$ cat config.mk
export PLATFORM = sky130hd
export DESIGN_NAME = yazmac_yaz_hakem
export DESIGN_NICKNAME = d
export VERILOG_FILES = /design/src/rtl/yazmac_yaz_hakem.sv
export SDC_FILE = /design/constraint.sdc
export NUM_CORES = 1
export LEC_CHECK = 0
export CORE_ASPECT_RATIO = 1.1
export CORE_MARGIN = 1
export CORE_UTILIZATION = 54
export CTS_BUF_LIST = sky130_fd_sc_hd__clkbuf_8 sky130_fd_sc_hd__clkbuf_16
export CTS_CLUSTER_DIAMETER = 100
export DETAILED_ROUTE_END_ITERATION = 8
export HOLD_SLACK_MARGIN = 0.12
export PLACE_DENSITY = 0.86
export REMOVE_ABC_BUFFERS = 1
export SKIP_CTS_REPAIR_TIMING = 1
export SLEW_MARGIN = 20
export SYNTH_ARGS = -nofsm -noshare
export SYNTH_HDL_FRONTEND = slang
export SYNTH_SLANG_ARGS = --single-unit
$ cat constraint.sdc
create_clock -name clk_g -period 5.2 [get_ports clk_g]
set_clock_uncertainty 0.05 [all_clocks]
set_input_delay 0.78 -clock clk_g [delete_from_list [all_inputs] [get_ports clk_g]]
set_output_delay 0.78 -clock clk_g [all_outputs]
set_load 0.005 [all_outputs]
$ cat src/rtl/yazmac_yaz_hakem.sv
`default_nettype none
// ============================================================================
//  Module   : yazmac_yaz_hakem
//  Purpose  : Arbiter for the single register-file write port. The in-order
//             pipeline writeback and a late-result stream (divider, load
//             return) share the port. Late results wait in a small FIFO and
//             drain into write slots the pipeline leaves free. An age counter
//             stalls the pipeline so that buffered results cannot starve.
//             The write port is registered and feeds the register file
//             directly.
//  Ports    : clk_g / rstn_g            clock, asynchronous active-low reset
//             bw_yaz_g/_hedef_g/_veri_g pipeline writeback request
//             gc_gecerli_g/_hedef_g/_veri_g, gc_hazir_c
//                                       late-result valid/ready handshake
//             boru_durdur_c             stall request to the pipeline
//             yo_yaz_c/_hedef_c/_veri_c registered register-file write port
//             doluluk_c                 current FIFO occupancy
//  Revision : 1.0  initial release
// ============================================================================
module yazmac_yaz_hakem #(
    parameter int DERINLIK = 2,   // late-result FIFO depth, 1..8
    parameter int ESIK     = 4    // unserved cycles before a forced stall, >= 1
) (
    input  logic        clk_g,
    input  logic        rstn_g,

    input  logic        bw_yaz_g,
    input  logic [4:0]  bw_hedef_g,
    input  logic [31:0] bw_veri_g,

    input  logic        gc_gecerli_g,
    input  logic [4:0]  gc_hedef_g,
    input  logic [31:0] gc_veri_g,
    output logic        gc_hazir_c,

    output logic        boru_durdur_c,

    output logic        yo_yaz_c,
    output logic [4:0]  yo_yaz_hedef_c,
    output logic [31:0] yo_yaz_veri_c,
    output logic [3:0]  doluluk_c
);

    // ------------------------------------------------------------------------
    // Derived widths
    // ------------------------------------------------------------------------
    localparam int C_PTR_W = (DERINLIK > 1) ? $clog2(DERINLIK) : 1;
    localparam int C_YAS_W = $clog2(ESIK + 1);
    localparam int C_ENT_W = 5 + 32;

    localparam logic [C_PTR_W-1:0] C_PTR_SON = C_PTR_W'(DERINLIK - 1);
    localparam logic [3:0]         C_DOLU    = 4'(DERINLIK);
    localparam logic [C_YAS_W-1:0] C_ESIK    = C_YAS_W'(ESIK);

    // ------------------------------------------------------------------------
    // State
    // ------------------------------------------------------------------------
    logic [C_ENT_W-1:0] kuyruk_q [DERINLIK];

    logic [C_PTR_W-1:0] yaz_ptr_q, yaz_ptr_d;
    logic [C_PTR_W-1:0] oku_ptr_q, oku_ptr_d;
    logic [3:0]         sayac_q,   sayac_d;
    logic [C_YAS_W-1:0] yas_q,     yas_d;

    logic               yo_yaz_q,   yo_yaz_d;
    logic [4:0]         yo_hedef_q, yo_hedef_d;
    logic [31:0]        yo_veri_q,  yo_veri_d;

    // ------------------------------------------------------------------------
    // Combinational decode
    // ------------------------------------------------------------------------
    logic               w_bos;
    logic               w_dolu;
    logic               w_yas_doldu;
    logic               w_durdur;
    logic               w_hazir;
    logic               w_el_sikisma;     // late handshake fires
    logic               w_gc_gecerli_hdf; // handshake with a non-x0 target
    logic               w_bw_etkin;       // effective pipeline request
    logic               w_cek;            // pop FIFO head into the write slot
    logic               w_baypas;         // late result goes straight to port
    logic               w_it;             // push late result into FIFO
    logic [C_ENT_W-1:0] w_bas;            // FIFO head entry

    assign w_bas = kuyruk_q[oku_ptr_q];

    always_comb begin
        w_bos       = (sayac_q == 4'd0);
        w_dolu      = (sayac_q == C_DOLU);
        w_yas_doldu = (yas_q >= C_ESIK);

        // A stall is only useful when there is something to drain.
        w_durdur    = !w_bos && (w_dolu || w_yas_doldu);

        // Ready depends on the current count only: a full FIFO does not
        // accept even when the head pops in the same cycle.
        w_hazir     = !w_dolu;

        w_el_sikisma      = gc_gecerli_g && w_hazir;
        w_gc_gecerli_hdf  = w_el_sikisma && (gc_hedef_g != 5'd0);

        // While stalled the pipeline holds its request and re-presents it.
        w_bw_etkin  = bw_yaz_g && (bw_hedef_g != 5'd0) && !w_durdur;

        w_cek       = !w_bw_etkin && !w_bos;
        w_baypas    = !w_bw_etkin && w_bos && w_gc_gecerli_hdf;
        w_it        = w_gc_gecerli_hdf && !w_baypas;
    end

    assign gc_hazir_c    = w_hazir;
    assign boru_durdur_c = w_durdur;

    // ------------------------------------------------------------------------
    // Next-state logic
    // ------------------------------------------------------------------------
    always_comb begin
        yaz_ptr_d  = yaz_ptr_q;
        oku_ptr_d  = oku_ptr_q;
        sayac_d    = sayac_q;
        yas_d      = yas_q;
        yo_yaz_d   = 1'b0;
        yo_hedef_d = yo_hedef_q;
        yo_veri_d  = yo_veri_q;

        // Pointers wrap modulo the depth, which need not be a power of two.
        if (w_it) begin
            yaz_ptr_d = (yaz_ptr_q == C_PTR_SON) ? '0 : yaz_ptr_q + 1'b1;
        end
        if (w_cek) begin
            oku_ptr_d = (oku_ptr_q == C_PTR_SON) ? '0 : oku_ptr_q + 1'b1;
        end

        // Simultaneous push and pop leave the occupancy unchanged.
        case ({w_it, w_cek})
            2'b10:   sayac_d = sayac_q + 4'd1;
            2'b01:   sayac_d = sayac_q - 4'd1;
            default: sayac_d = sayac_q;
        endcase

        // Age of the current head: restarts on every pop so that a FIFO
        // that stays non-empty gets a fresh ESIK window per entry.
        if (w_bos || w_cek) begin
            yas_d = '0;
        end else if (!w_yas_doldu) begin
            yas_d = yas_q + 1'b1;
        end

        // Write slot selection, highest priority first.
        if (w_bw_etkin) begin
            yo_yaz_d   = 1'b1;
            yo_hedef_d = bw_hedef_g;
            yo_veri_d  = bw_veri_g;
        end else if (w_cek) begin
            yo_yaz_d   = 1'b1;
            yo_hedef_d = w_bas[C_ENT_W-1 -: 5];
            yo_veri_d  = w_bas[31:0];
        end else if (w_baypas) begin
            yo_yaz_d   = 1'b1;
            yo_hedef_d = gc_hedef_g;
            yo_veri_d  = gc_veri_g;
        end
    end

    // ------------------------------------------------------------------------
    // Registers
    // ------------------------------------------------------------------------
    always_ff @(posedge clk_g or negedge rstn_g) begin
        if (!rstn_g) begin
            yaz_ptr_q  <= '0;
            oku_ptr_q  <= '0;
            sayac_q    <= 4'd0;
            yas_q      <= '0;
            yo_yaz_q   <= 1'b0;
            yo_hedef_q <= 5'd0;
            yo_veri_q  <= 32'd0;
        end else begin
            yaz_ptr_q  <= yaz_ptr_d;
            oku_ptr_q  <= oku_ptr_d;
            sayac_q    <= sayac_d;
            yas_q      <= yas_d;
            yo_yaz_q   <= yo_yaz_d;
            yo_hedef_q <= yo_hedef_d;
            yo_veri_q  <= yo_veri_d;
        end
    end

    // Storage needs no reset: an entry is only read after it was written,
    // and reset empties the FIFO through the pointers and count.
    always_ff @(posedge clk_g) begin
        if (w_it) begin
            kuyruk_q[yaz_ptr_q] <= {gc_hedef_g, gc_veri_g};
        end
    end

    assign yo_yaz_c       = yo_yaz_q;
    assign yo_yaz_hedef_c = yo_hedef_q;
    assign yo_yaz_veri_c  = yo_veri_q;
    assign doluluk_c      = sayac_q;

endmodule
`default_nettype wire

==> results.py <==
metrics = {
    "worst_setup_path": {
        "rr_endpoint": "doluluk_c[3]",
        "path_cells": "clkdlybuf4s50_1 -> or4_1 -> o21a_2 -> a21bo_2 -> ha_1 -> ha_1 -> a21o_1 -> a21oi_1 -> mux2i_1 -> xnor2_1",
        "critical-path-max-stage-delay_ps": 530,
        "critical_path_class": "primary input to register",
        "crit_top_cell": "ha_1",
        "cp-start-kind": "primary input",
        "required_ps": 5590,
        "crit_slowest_cell": "or4_1",
        "crit_fanout": 39,
        "worst-r2r-setup-slack_ps": 1790,
        "r2r_start": "doluluk_c[0]",
        "cp-end-kind": "register",
        "worstPathArrival_ps": 3990,
        "r2r_cells": 10,
    },
    "sta": {
        "slew_violations": 0,
        "maxSlewHeadroom_pct": 38.3,
        "setup_tns_ps": 0,
        "period_minus_slack_ps": 3600,
        "worst_slew_pin_slew_ps": 926,
        "rsz0062_at_grt": "no",
        "period_share_pct": 69.2,
        "fmax_mhz": 278,
        "hold_violations": 0,
        "finalSetupViolations": 0,
    },
    "drt": {
        "vias": 4077,
        "dr_wl_met3_um": 833,
        "dr_wl_met2_um": 6880,
        "wirelength_um": 13300,
        "drc": 0,
        "first_pass_iters": 5,
        "top_layer_used": "met4",
        "via_per_inst": 6.12,
        "wirelength_met1_um": 5370,
        "wl_per_cell_um": 20.0,
        "drt_iter0_markers": 275,
        "antenna_left": 0,
    },
    "final_layout": {
        "area_growth_pct": 35.8,
        "layout_common_cells": "120 x clkdlybuf4s50_1, 74 x edfxtp_1, 71 x nand2_1",
        "multi_input_area_mm2": 0.00178,
        "drive_gt1_share_pct": 9.11,
        "diodes": 0,
        "num-fill-cells": 585,
        "finalInstanceArea_mm2": 0.00729,
        "layout_commonest_cell": "clkdlybuf4s50_1",
        "seqCellArea_mm2": 0.00340,
        "final_nets": 620,
    },
    "yosys": {
        "synth.distinct_cells": 35,
        "synth_seq_cells": 121,
        "synth_edf_count": 74,
        "syn_inst": 431,
        "synth_warnings": 0,
        "synth_flop_cell": "edfxtp_1",
        "syn_area_mm2": 0.00537,
        "avgSynthCellArea_um2": 12.5,
        "ys_seq_area_share_pct": 63.3,
        "ys_async_sr_fraction_pct": 38.8,
    },
    "die": {
        "dieHeight_um": 107,
        "initial_utilization_pct": 56.6,
        "core_mm2": 0.00949,
        "die_area_mm2": 0.0103,
        "ios": 122,
        "dieWidth_um": 97.1,
        "rows": 37,
    },
    "run": {
        "max_cap_viol_count": 0,
    },
    "placement": {
        "dpl.hpwl_um": 7440,
        "place.gp.congestion": 0.796,
        "postPlaceCellArea_mm2": 0.00657,
        "io_buffers": 121,
    },
    "status": {
        "outcome": "completed",
    },
    "clock_tree": {
        "root_buffer": "clkbuf_8",
        "cts_made_buffers": 17,
        "clk_pin_slew_worst_paths_ps": 70,
        "cts.sinks": 121,
        "clk_path_buf_depth": 2,
        "h-tree-depth": 4,
        "cts_tree": "yes",
        "clock_latency_ps": 520,
    },
    "power_and_ir_drop": {
        "power_density_mw_per_mm2": 571,
        "leakagePower_nw": 2.79,
        "peakVddDrop_mv": 0.314,
    },
    "global_route": {
        "gr-usage-all-layers_pct": 26.0,
        "overflow": 0,
        "grt_pass1_wl_um": 20700,
        "antenna_found_initial": 0,
        "grt_max_degree": 114,
        "grt_pass1_vias": 4135,
    },
    "min_path": {
        "hp-class": "primary input to async pin",
    },
}
layout make-up:
class                      instances  share of cell area [%]
clock inverter                    14                    2.56
inverter                           6                   0.309
clock buffer                      18                    5.87
timing repair buffer             127                    18.3
tap                              117                    2.01
multi-input combinational        263                    24.4
sequential                       121                    46.6
how the worst max path moves through the flow:
stage | end | slack (ps) | startpoint
finish | doluluk_c[3] | 1600 | gc_hedef_g[0]
global route | doluluk_c[3] | 1500 | gc_hedef_g[0]
CTS | doluluk_c[3] | 1680 | gc_hedef_g[0]
detailed placement | doluluk_c[3] | 1130 | gc_hedef_g[0]
global placement | doluluk_c[3] | 1280 | gc_hedef_g[0]
floorplan | kuyruk_q[1][0] | 1240 | gc_hedef_g[1]
cells by family (layout without fill, tap and decap cells):
logic type                 Yosys count  count (layout)  synth area share, %
and+or+nand+nor                    129             129                 11.7
DFF                                121             121                 63.3
AOI/OAI and AO/OA                   84              84                 11.1
buffers and inverters               47             165                 4.22
muxes                               39              39                 7.27
adders and majority gates            6               6                 1.54
xor gates and xnor gates             5               5                0.816
cells in the mapped netlist, drive strengths merged, types with 2 or more instances:
cell	n	area, µm²
o211ai	38	285
o21a	2	15.0
or3	2	17.5
xor2	2	17.5
nor4	38	238
xnor2	3	26.3
or4	2	15.0
buf	15	106
ha	5	62.6
clkbuf	26	97.6
edfxtp	74	2220
nand4	5	31.3
nand2	71	267
nor2	5	18.8
nor3	2	10.0
mux2i	39	390
dfrtp	47	1180
a31oi	37	231
inv	6	22.5
power by group:
| part | internal (W) | leakage [nW] | total, W | switching (W) |
|---|---|---|---|---|
| combinational | 0.000724 | 1.24 | 0.00134 | 0.000619 |
| clock | 0.000756 | 0.302 | 0.00121 | 0.000456 |
| sequential | 0.00136 | 1.25 | 0.00161 | 0.000246 |
flip-flops by register name, summed over array words and instances, names as in the netlist:
signal and cells:
yo_yaz_veri_c 32, kuyruk_q 74, yo_yaz_hedef_c 5, oku_ptr_q 1, yo_yaz_c 1, doluluk_c 4
yaz_ptr_q 1, yas_q 3
metrics by stage:
step	hold WS (ps)	instances	worst slack, ps	util [%]	total power, W
floorplan	379	390	1240	-	0.00225
global placement	409	630	1280	69.2	0.00283
detailed placement	403	630	1130	69.2	0.00288
CTS	332	662	1680	75.7	0.00412
global route	358	666	1500	76.8	0.00436
finish	316	666	1600	76.8	0.00416
critical path: cells and delay by family:
family / cells / cell delay (ps)
multiplexers: 1 / 240
AND/OR/NAND/NOR: 1 / 530
AO/OA/AOI/OAI: 4 / 1320
buffers and inverters: 1 / 460
XOR/XNOR: 1 / 130
adder cells (fa/ha/maj): 2 / 520
metal layers:
layer,track usage (%),vias to the layer above
met1,30.4,1979
met2,45.6,197
li1,-,1882
met4,12.0,0
met5,0,-
met3,6.19,19
(Power assumes the default switching activity.)
